## config.mk

```make
export PLATFORM = sky130hd
export DESIGN_NAME = time_set_controller_flat
export DESIGN_NICKNAME = d
export VERILOG_FILES = /design/src/rtl/time_set_controller_pkg.sv /design/src/rtl/time_set_controller_if.sv /design/src/rtl/time_set_controller_btn_edge_sync.sv /design/src/rtl/time_set_controller.sv /design/src/flat_wrapper.sv
export SDC_FILE = /design/constraint.sdc
export NUM_CORES = 1
export LEC_CHECK = 0
export BUFFER_PORTS_ARGS = -buffer_cell sky130_fd_sc_hd__buf_2
export CAP_MARGIN = 5
export CORE_ASPECT_RATIO = 0.75
export CORE_UTILIZATION = 54
export DETAILED_ROUTE_END_ITERATION = 10
export PLACE_DENSITY = 0.81
export SYNTH_ARGS = -nofsm -noshare
export SYNTH_HDL_FRONTEND = slang
export SYNTH_SLANG_ARGS = --single-unit
```

## constraint.sdc

```tcl
create_clock -name clk -period 2.7 [get_ports clk]
set_input_delay 0.27 -clock clk [delete_from_list [all_inputs] [get_ports clk]]
set_output_delay 0.27 -clock clk [all_outputs]
set_load 0.02 [all_outputs]
```

## src/rtl/time_set_controller_pkg.sv

```systemverilog
`default_nettype none
// ============================================================================
// Module      : rtc_pkg
// Description : Shared types, field limits and wrap helper for the time-set
//               controller and its front-panel interface.
// Revision    : 1.0 - initial release
// ============================================================================
package rtc_pkg;

    localparam int HOURS_W   = 5;
    localparam int MIN_SEC_W = 6;

    localparam logic [HOURS_W-1:0]   HOURS_MAX   = 5'd23;
    localparam logic [MIN_SEC_W-1:0] MIN_SEC_MAX = 6'd59;

    typedef enum logic [1:0] {
        RUN     = 2'd0,
        SET_HR  = 2'd1,
        SET_MIN = 2'd2,
        SET_SEC = 2'd3
    } state_t;

    // Out-of-range values also wrap so a corrupt field recovers on one press.
    function automatic logic [MIN_SEC_W-1:0] wrap_inc(
        input logic [MIN_SEC_W-1:0] value,
        input logic [MIN_SEC_W-1:0] max
    );
        return (value >= max) ? '0 : value + 1'b1;
    endfunction

endpackage
`default_nettype wire

```

## src/rtl/time_set_controller_if.sv

```systemverilog
`default_nettype none
// ============================================================================
// Module      : time_set_controller_if
// Description : Front-panel bundle: buttons, 1 Hz tick, live time, shadow time,
//               counter control (load/hold) and display page/blank.
// Revision    : 1.0 - initial release
// ============================================================================
interface time_set_controller_if;
    import rtc_pkg::*;

    logic                 tick_1hz;
    logic                 btn_set;
    logic                 btn_inc;
    logic                 btn_page;
    logic [HOURS_W-1:0]   cur_hours;
    logic [MIN_SEC_W-1:0] cur_minutes;
    logic [MIN_SEC_W-1:0] cur_seconds;
    logic [HOURS_W-1:0]   set_hours;
    logic [MIN_SEC_W-1:0] set_minutes;
    logic [MIN_SEC_W-1:0] set_seconds;
    logic                 load;
    logic                 hold;
    logic                 mode;
    logic [3:0]           blank;

    modport master (
        input  tick_1hz, btn_set, btn_inc, btn_page,
        input  cur_hours, cur_minutes, cur_seconds,
        output set_hours, set_minutes, set_seconds,
        output load, hold, mode, blank
    );

    modport slave (
        output tick_1hz, btn_set, btn_inc, btn_page,
        output cur_hours, cur_minutes, cur_seconds,
        input  set_hours, set_minutes, set_seconds,
        input  load, hold, mode, blank
    );

endinterface
`default_nettype wire

```

## src/rtl/time_set_controller_btn_edge_sync.sv

```systemverilog
`default_nettype none
// ============================================================================
// Module      : btn_edge_sync
// Description : Two-flop synchroniser for an asynchronous button level followed
//               by a rising-edge detector (one-cycle pulse per press).
// Revision    : 1.0 - initial release
// ============================================================================
module btn_edge_sync (
    input  wire logic clk,
    input  wire logic reset,
    input  wire logic btn,
    output logic      rise
);

    logic r_meta;
    logic r_sync;
    logic r_prev;

    always_ff @(posedge clk or negedge reset) begin
        if (!reset) begin
            r_meta <= 1'b0;
            r_sync <= 1'b0;
            r_prev <= 1'b0;
        end else begin
            r_meta <= btn;
            r_sync <= r_meta;
            r_prev <= r_sync;
        end
    end

    assign rise = r_sync & ~r_prev;

endmodule
`default_nettype wire

```

## src/rtl/time_set_controller.sv

```systemverilog
`default_nettype none
// ============================================================================
// Module      : time_set_controller
// Description : Button-driven hh:mm:ss set sequence with blink mask, counter
//               hold/load and display paging. Optional macro
//               DISPLAY_AUTO_PAGE_EN adds timed page flipping in RUN.
// Revision    : 1.0 - initial release
// ============================================================================
module time_set_controller
    import rtc_pkg::*;
#(
    parameter int CLK_HZ      = 100_000_000,
    parameter int BLINK_HZ    = 2,
    parameter int AUTO_EXIT_S = 10,
    parameter int AUTO_PAGE_S = 5
) (
    input  wire logic             clk,
    input  wire logic             reset,
    time_set_controller_if.master bus
);

    localparam int c_half_period = CLK_HZ / (2 * BLINK_HZ);
    localparam int c_ph_w        = (c_half_period > 1) ? $clog2(c_half_period) : 1;
    localparam int c_idle_w      = $clog2(AUTO_EXIT_S + 1);

    logic [2:0] w_btn;
    logic [2:0] w_rise;
    logic       w_set_rise;
    logic       w_inc_rise;
    logic       w_page_rise;

    assign w_btn = {bus.btn_page, bus.btn_inc, bus.btn_set};

    for (genvar gi = 0; gi < 3; gi++) begin : g_btn
        btn_edge_sync u_sync (
            .clk   (clk),
            .reset (reset),
            .btn   (w_btn[gi]),
            .rise  (w_rise[gi])
        );
    end

    assign w_set_rise  = w_rise[0];
    assign w_inc_rise  = w_rise[1];
    assign w_page_rise = w_rise[2];

    state_t               r_state;
    logic [HOURS_W-1:0]   r_hours;
    logic [MIN_SEC_W-1:0] r_minutes;
    logic [MIN_SEC_W-1:0] r_seconds;
    logic [c_idle_w-1:0]  r_idle;
    logic [c_ph_w-1:0]    r_phase_cnt;
    logic                 r_ph;
    logic                 r_page;
    logic                 r_mode;
    logic [3:0]           r_blank;
    logic                 r_hold;
    logic                 r_load;

    state_t            w_next_state;
    logic              w_inc_ev;
    logic              w_timeout;
    logic              w_enter_set;
    logic [c_ph_w-1:0] w_next_phase_cnt;
    logic              w_next_ph;
    logic              w_page_toggle;
    logic              w_next_page;
    logic              w_next_mode;
    logic [3:0]        w_next_blank;

`ifdef DISPLAY_AUTO_PAGE_EN
    localparam int c_pg_w = (AUTO_PAGE_S > 1) ? $clog2(AUTO_PAGE_S) : 1;

    logic [c_pg_w-1:0] r_page_cnt;
    logic              w_page_auto;

    assign w_page_auto   = bus.tick_1hz && (r_page_cnt == c_pg_w'(AUTO_PAGE_S - 1));
    assign w_page_toggle = (r_state == RUN) && (w_page_rise || w_page_auto);

    always_ff @(posedge clk or negedge reset) begin
        if (!reset) begin
            r_page_cnt <= '0;
        end else if ((r_state != RUN) || w_page_rise || w_page_auto) begin
            r_page_cnt <= '0;
        end else if (bus.tick_1hz) begin
            r_page_cnt <= r_page_cnt + 1'b1;
        end
    end
`else
    localparam int c_unused_auto_page_s = AUTO_PAGE_S;

    assign w_page_toggle = (r_state == RUN) && w_page_rise;
`endif

    // Set beats inc; the timeout only fires on a cycle with no accepted edge.
    always_comb begin
        w_next_state = r_state;
        w_inc_ev     = w_inc_rise && !w_set_rise && (r_state != RUN);
        w_timeout    = (r_state != RUN) && !w_set_rise && !w_inc_ev && bus.tick_1hz &&
                       (r_idle == c_idle_w'(AUTO_EXIT_S - 1));
        case (r_state)
            RUN:     if (w_set_rise) w_next_state = SET_HR;
            SET_HR:  if (w_set_rise) w_next_state = SET_MIN;
            SET_MIN: if (w_set_rise) w_next_state = SET_SEC;
            SET_SEC: if (w_set_rise) w_next_state = RUN;
            default: w_next_state = RUN;
        endcase
        if (w_timeout) begin
            w_next_state = RUN;
        end
        w_enter_set = (w_next_state != RUN) && (w_next_state != r_state);

        w_next_phase_cnt = r_phase_cnt + 1'b1;
        w_next_ph        = r_ph;
        if ((w_next_state == RUN) || w_enter_set) begin
            w_next_phase_cnt = '0;
            w_next_ph        = 1'b0;
        end else if (r_phase_cnt == c_ph_w'(c_half_period - 1)) begin
            w_next_phase_cnt = '0;
            w_next_ph        = ~r_ph;
        end

        w_next_page = r_page ^ w_page_toggle;
        case (w_next_state)
            SET_HR:  begin w_next_mode = 1'b1;        w_next_blank = {w_next_ph, w_next_ph, 2'b00}; end
            SET_MIN: begin w_next_mode = 1'b0;        w_next_blank = {w_next_ph, w_next_ph, 2'b00}; end
            SET_SEC: begin w_next_mode = 1'b0;        w_next_blank = {2'b00, w_next_ph, w_next_ph}; end
            default: begin w_next_mode = w_next_page; w_next_blank = 4'b0000;                       end
        endcase
    end

    always_ff @(posedge clk or negedge reset) begin
        if (!reset) begin
            r_state     <= RUN;
            r_hours     <= '0;
            r_minutes   <= '0;
            r_seconds   <= '0;
            r_idle      <= '0;
            r_phase_cnt <= '0;
            r_ph        <= 1'b0;
            r_page      <= 1'b0;
            r_mode      <= 1'b0;
            r_blank     <= 4'b0000;
            r_hold      <= 1'b0;
            r_load      <= 1'b0;
        end else begin
            r_state     <= w_next_state;
            r_phase_cnt <= w_next_phase_cnt;
            r_ph        <= w_next_ph;
            r_page      <= w_next_page;
            r_mode      <= w_next_mode;
            r_blank     <= w_next_blank;
            r_hold      <= (w_next_state != RUN);
            r_load      <= (r_state == SET_SEC) && w_set_rise;

            if ((w_next_state == RUN) || w_enter_set || w_set_rise || w_inc_ev) begin
                r_idle <= '0;
            end else if (bus.tick_1hz) begin
                r_idle <= r_idle + 1'b1;
            end

            if ((r_state == RUN) && w_set_rise) begin
                r_hours   <= bus.cur_hours;
                r_minutes <= bus.cur_minutes;
                r_seconds <= bus.cur_seconds;
            end else if (w_inc_ev) begin
                case (r_state)
                    SET_HR:  r_hours   <= HOURS_W'(wrap_inc(MIN_SEC_W'(r_hours), MIN_SEC_W'(HOURS_MAX)));
                    SET_MIN: r_minutes <= wrap_inc(r_minutes, MIN_SEC_MAX);
                    SET_SEC: r_seconds <= wrap_inc(r_seconds, MIN_SEC_MAX);
                    default: ;
                endcase
            end
        end
    end

    assign bus.set_hours   = r_hours;
    assign bus.set_minutes = r_minutes;
    assign bus.set_seconds = r_seconds;
    assign bus.load        = r_load;
    assign bus.hold        = r_hold;
    assign bus.mode        = r_mode;
    assign bus.blank       = r_blank;

endmodule
`default_nettype wire

```

## src/flat_wrapper.sv

```systemverilog
// flat-port wrapper written by rule: the top's interface ports become plain ports
module time_set_controller_flat import rtc_pkg::*;
#(
    parameter int CLK_HZ      = 100_000_000,
    parameter int BLINK_HZ    = 2,
    parameter int AUTO_EXIT_S = 10,
    parameter int AUTO_PAGE_S = 5
)
  (clk, reset, bus_tick_1hz, bus_btn_set, bus_btn_inc, bus_btn_page, bus_cur_hours, bus_cur_minutes, bus_cur_seconds, bus_set_hours, bus_set_minutes, bus_set_seconds, bus_load, bus_hold, bus_mode, bus_blank);
  time_set_controller_if bus_i ();
  input  wire logic clk;
  input  wire logic reset;
  input wire logic [$bits(bus_i.tick_1hz)-1:0] bus_tick_1hz;
  input wire logic [$bits(bus_i.btn_set)-1:0] bus_btn_set;
  input wire logic [$bits(bus_i.btn_inc)-1:0] bus_btn_inc;
  input wire logic [$bits(bus_i.btn_page)-1:0] bus_btn_page;
  input wire logic [$bits(bus_i.cur_hours)-1:0] bus_cur_hours;
  input wire logic [$bits(bus_i.cur_minutes)-1:0] bus_cur_minutes;
  input wire logic [$bits(bus_i.cur_seconds)-1:0] bus_cur_seconds;
  output wire logic [$bits(bus_i.set_hours)-1:0] bus_set_hours;
  output wire logic [$bits(bus_i.set_minutes)-1:0] bus_set_minutes;
  output wire logic [$bits(bus_i.set_seconds)-1:0] bus_set_seconds;
  output wire logic [$bits(bus_i.load)-1:0] bus_load;
  output wire logic [$bits(bus_i.hold)-1:0] bus_hold;
  output wire logic [$bits(bus_i.mode)-1:0] bus_mode;
  output wire logic [$bits(bus_i.blank)-1:0] bus_blank;
  assign bus_i.tick_1hz = bus_tick_1hz;
  assign bus_i.btn_set = bus_btn_set;
  assign bus_i.btn_inc = bus_btn_inc;
  assign bus_i.btn_page = bus_btn_page;
  assign bus_i.cur_hours = bus_cur_hours;
  assign bus_i.cur_minutes = bus_cur_minutes;
  assign bus_i.cur_seconds = bus_cur_seconds;
  assign bus_set_hours = bus_i.set_hours;
  assign bus_set_minutes = bus_i.set_minutes;
  assign bus_set_seconds = bus_i.set_seconds;
  assign bus_load = bus_i.load;
  assign bus_hold = bus_i.hold;
  assign bus_mode = bus_i.mode;
  assign bus_blank = bus_i.blank;
  time_set_controller #(.CLK_HZ(CLK_HZ), .BLINK_HZ(BLINK_HZ), .AUTO_EXIT_S(AUTO_EXIT_S), .AUTO_PAGE_S(AUTO_PAGE_S)) u_core (.clk(clk), .reset(reset), .bus(bus_i));
endmodule
```

### Word-level counts from Yosys, hierarchy flattened

Index checks and enable logic that the tools add are counted.

* add/sub/neg operators: 5
* equality and inequality tests: 9
* reduce and logical (&&, ||, !) cells: 29
* bitwise gates (word level): 8
* mux-type cells: 26
* $lt $le $gt $ge: 3

Operator list (number)
* $mux W25: 2
* $mux W6: 8
* $add A25 B1 Y25 const B: 1
* $eq A25 B25 Y1 const B: 1
* $mux W5: 4
* $reduce_bool A2 Y1: 7
* $add A6 B1 Y6 const B: 2
* $ge A6 B6 Y1 const B: 2
* $logic_and A1 B1 Y1: 10
* $mux W2: 5
* $eq A2 B2 Y1 const B: 4
* $mux W4: 2
* $pmux W2 S4: 1
* $pmux W4 S2: 1
* $reduce_and A2 Y1: 3
* $add A5 B1 Y5 const B: 1
* $ge A5 B5 Y1 const B: 1
* $add A4 B1 Y4 const B: 1
* $eq A2 B1 Y1 const B: 2
* $eq A4 B4 Y1 const B: 1
* $logic_not A2 Y1: 2
* $not A1 Y1: 4
* $reduce_or A2 Y1: 2
* $and A1 B1 Y1: 3
* 6 further kinds: 10

* register bits: 66
* output and inout bits: 24
* logic and storage cells: 101

### Depth between registers and ports, before layout

* depth after elaboration: 16
* gate-level depth with buffers: 11

### By module

A second synthesis with hierarchy kept.

* cells, all modules: 328
* area total of the unflattened synthesis: 3305.7 um^2

Modules (own cells, without submodules)
* time_set_controller: instances 1, cells each 316, sequential area each 1376.3 um^2, area each 3039.2 um^2
* btn_edge_sync: instances 3, cells each 4, sequential area each 75.1 um^2, area each 88.8 um^2

### Worst setup path before layout

No wires, ideal clock.

* path kind: register to register
* start: register u_core.r_idle[0]
* end: register u_core.r_phase_cnt[15]
* clock period less this slack: 2.231 ns
* setup time: 0.077 ns
* data required time: 2.623 ns
* stages on the path, launching flop included: 11
* arrival: 2.154 ns
* slack: 0.469 ns
* buffers on the path: 1
* cells stage by stage: dfrtp_1 > ha_1 > and4b_1 > a21oi_1 > o21ai_0 > o21a_1 > ha_1 > a311oi_2 > o21ai_1 > buf_2 > a21oi_1

* cells in the longest elaborated chain, start to end: 7
* elaborated cells on any way between the ends: 9
* classes of those cells: 2 x eq/ne; 2 x mux; 5 x reduce/logical

RTL lines
* from (decl): RTL line time_set_controller.sv:51 `logic [c_idle_w-1:0] r_idle;`
* from (signal assigned): RTL line time_set_controller.sv:159 `r_idle <= r_idle + 1'b1;`
* $eq A4 B4 Y1 (*): RTL line time_set_controller.sv:100 `(r_idle == c_idle_w'(AUTO_EXIT_S - 1));`
* $logic_and A1 B1 Y1 (*): RTL line time_set_controller.sv:99 `w_timeout = (r_state != RUN) && !w_set_rise && !w_inc_ev && bus.tick_1hz &&`
* $mux W2 (*): RTL line time_set_controller.sv:108 `if (w_timeout) begin`
* $ne A2 B2 Y1 / $reduce_bool A2 Y1 (equally long branches): RTL line time_set_controller.sv:111 `w_enter_set = (w_next_state != RUN) && (w_next_state != r_state);`
* $logic_and A1 B1 Y1: RTL line time_set_controller.sv:111
* $logic_or A1 B1 Y1 (*): RTL line time_set_controller.sv:115 `if ((w_next_state == RUN) || w_enter_set) begin`
* $mux W25 (*): RTL line time_set_controller.sv:115
* named net u_core.w_next_phase_cnt[15]: RTL line time_set_controller.sv:64 `logic [c_ph_w-1:0] w_next_phase_cnt;`
* to (signal assigned): RTL line time_set_controller.sv:148 `r_phase_cnt <= w_next_phase_cnt;`
* to (decl): RTL line time_set_controller.sv:52 `logic [c_ph_w-1:0] r_phase_cnt;`

Mark *: on every way through the listed nets, which the timed path passes. The rest lies on a longest branch.
A chain may end at the register's enable or synchronous reset.

### Final worst setup path

* start: register u_core.r_idle[0]
* end: register u_core.r_phase_cnt[19]

The elaborated chain is that of the path after synthesis.

==> impl_metrics.tcl <==
set metrics [dict create \
    post_synth_main_area_contributors "dfrtp_1 (49%), a21oi_1 (3.7%), ha_1 (3.5%)" \
    finalSetupTns_ps 0 \
    cts_tree "built" \
    p_per_area_nw_per_um2 786 \
    synthCells 325 \
    cts_max_path_buffers 2 \
    synth.net_count 357 \
    whs_path_depth 1 \
    clockRootBuffer "clkbuf_8" \
    gp_congestion 0.854 \
    num_vias 2724 \
    critPathMaxFanout 19 \
    min_period_ps 2500 \
    hold_viol 0 \
    yosysTopAreaCell "dfrtp_1" \
    hpwlAfterDp_um 4850 \
    grt_pass1_vias 2503 \
    synth-seq-area-share_pct 49.1 \
    hold_class "in2reg" \
    grt_use_total_pct 23.8 \
    setup_viol 0 \
    cts-htree-levels 3 \
    fin_crit_sh_pct 92.6 \
    placed_cells 441 \
    start_util_pct 56.0 \
    ir_drop_v 0.000327 \
    dieArea_sq_um 6360 \
    ioPinCount 47 \
    drc_errors 0 \
    fin_cells 457 \
    first_pass_iters 4 \
    endpoint_kind "register" \
    synthFlopType "dfrtp_1" \
    cts.sink_count 64 \
    drv_cap 0 \
    synth_top_area_share_pct 49.1 \
    max_slew_margin_pct 51.9 \
    status "finished, final reports clean" \
    wl_per_cell_um 15.3 \
    worstPathArrival_ps 2750 \
    placed_cell_area_sq_um 3570 \
    timing_worst_setup_path_type "reg2reg" \
    wl_um 7000 \
    antenna_found_initial 0 \
    area_growth_syn_to_layout_pct 15.2 \
    cp-start-kind "register" \
    dr.first_iter.drc_count 191 \
    nNetsFinal 407 \
    dpl_worst_slack_ps 216 \
    rsz0062_at_grt "false" \
    synth-edff-count 0 \
    fin_total_pwr_mw 2.95 \
    synth_area_per_cell_sq_um 10.0 \
    numCtsBuffers 9 \
    die-width_um 91.8 \
    finClkSkew_ps 5.76 \
    cellLeakagePower_nw 1.66 \
    diodes 0 \
    ant_nets 0 \
    die_h_um 69.3 \
    synth_cell_types 54 \
    final.setup.worst_slack_ps 199 \
    portBuffers 46 \
    cts.reportedPaths.clkPinSlew_ps 60 \
    reg2reg_depth 10 \
    insertion_delay_ps 340 \
    max_freq_ghz 0.400 \
    async_flop_share_pct 100 \
    design_area_sq_um 3760 \
    core_area_sq_um 5830 \
    grt_max_degree 35 \
    required_ps 2950 \
    rows 24 \
    ys.warnings.count 0 \
    final-max-slew-violation-count 0 \
    max_slew.worst_pin.slew_ps 721 \
    grt.overflow.total 0 \
    synth_area_sq_um 3260 \
    synth-seq-cells 64 \
    viasPerCell 5.96 \
    drive_above_1_share_pct 19.8 \
    grt_pass1_wl_um 12000 \
]
[path summary, 6_finish.rpt]
| kind | startpoint | end | slack [ps] |
|---|---|---|---|
| max in group asynchronous | reset | u_core.r_phase_cnt[20]$_DFF_PN0_ | 1550 |
| hold reg to reg | u_core.g_btn[2].u_sync.r_meta$_DFF_PN0_ | u_core.g_btn[2].u_sync.r_sync$_DFF_PN0_ | 350 |
| setup reg to reg | u_core.r_idle[0]$_DFFE_PN0P_ | u_core.r_phase_cnt[19]$_DFF_PN0_ | 200 |
| hold / removal | bus_btn_inc | u_core.g_btn[1].u_sync.r_meta$_DFF_PN0_ | 40 |
| setup / recovery | u_core.r_idle[0]$_DFFE_PN0P_ | u_core.r_phase_cnt[19]$_DFF_PN0_ | 200 |
| min in group asynchronous | reset | u_core.bus.set_hours[1]$_DFFE_PN0P_ | 520 |
[layout by cell type, fill, tap and decap left out, types with 7 or more instances in the layout]
| cell type | instances |
|---|---|
| xor2_1 | 10 |
| ha_1 | 9 |
| o21ai_0 | 18 |
| dfrtp_1 | 64 |
| a21oi_1 | 24 |
| clkbuf_8 | 11 |
| nand2_1 | 15 |
| nor2_1 | 27 |
| inv_1 | 18 |
| or3_1 | 7 |
| nand4_1 | 10 |
| or4_1 | 7 |
| nand3_1 | 20 |
| and4_1 | 7 |
| buf_2 | 46 |
[where the power goes]
part	switching (mW)	internal, mW	total, mW
registers	0.217	1.13	1.35
logic	0.542	0.350	0.892
clock network	0.343	0.371	0.714
total	1.10	1.85	2.95
[cell usage after synthesis (2+ instances only)]
master      n
xor2_1     10
nand2_1    15
nor4b_1     3
or3_1       7
dfrtp_1    64
a21oi_1    24
o2111ai_1   2
nand3_1    20
and4_1      7
buf_4       2
nor2_1     27
buf_2       6
a221o_1     2
o31ai_1     6
nand4_1    10
o21ai_0    18
xnor2_1     4
a22oi_1     5
o21a_1      3
nand2b_1    4
nor3_1      2
and3_1      5
or4_1       7
a211oi_1    2
nor2b_1     3
a32oi_1     3
inv_1      18
a221oi_1    5
o22ai_1     3
ha_1        9
clkbuf_1    4
a21o_1      3
[critical path, cell delays in order, from the launching register on]
cell and delay [ps]:
dfrtp_1 420, ha_1 210, and4b_1 220, a21oi_1 210, o21ai_0 140, o21a_1 180, ha_1 220, a311oi_2 250
o21ai_2 160, buf_4 240, a21oi_1 160
[stage by stage]
step           hold slack (ps)  utilization [%]
5_1_grt                   17.6             64.5
3_3_place_gp               332             61.3
4_1_cts                   16.0             64.5
6_report                  36.5             64.5
2_1_floorplan            -25.6                -
3_5_place_dp               336             61.3
[flip-flops by register name, indices dropped and copies added, names as in the netlist]
name                        count
u_core.g_btn.u_sync.r_prev      3
u_core.bus.load                 1
u_core.bus.hold                 1
u_core.r_idle                   4
u_core.r_page                   1
u_core.g_btn.u_sync.r_sync      3
u_core.bus.set_hours            5
u_core.bus.blank                2
u_core.r_ph                     1
u_core.r_phase_cnt             25
u_core.g_btn.u_sync.r_meta      3
u_core.bus.set_minutes          6
u_core.r_state                  2
u_core.bus.set_seconds          6
u_core.bus.mode                 1
[routing by layer]
metal	vias up	part of all wire [%]	wire (um)	GRT usage, %
li1	1310	-	-	-
met1	1326	49	3450	35.4
met2	84	45	3130	34.6
met3	4	5.3	374	7.02
met4	0	0.54	38	5.56
met5	-	0	0	0
[area by class of cell]
class                      instances  area (sq um)
multi-input combinational        231          1540
clock buffer                      11           151
tap                               78          97.6
fill                             488          2070
timing repair buffer              51           283
clock inverter                     4          20.0
sequential                        64          1600
inverter                          18          67.6
[repair_timing]
| item | CTS | global route |
|---|---|---|
| resized for setup | 0 | 1 |
| endpoints found under the hold margin | 30 | 0 |
| setup endpoints to repair | 0 | 7 |
| setup buffers | 0 | 0 |
| hold buffers | 1 | 0 |
[cells by family (layout without fill, tap and decap cells)]
kind of cell	after synthesis	in the layout	synth area share, %
xor gates and xnor gates	14	14	3.76
DFF	64	64	49.1
muxes	2	2	0.652
and+or+nand+nor	121	121	21.6
AOI/OAI and AO/OA	85	85	17.5
adders and majority gates	9	9	3.45
buffers and inverters	30	84	3.91
(Power assumes the default switching activity.)
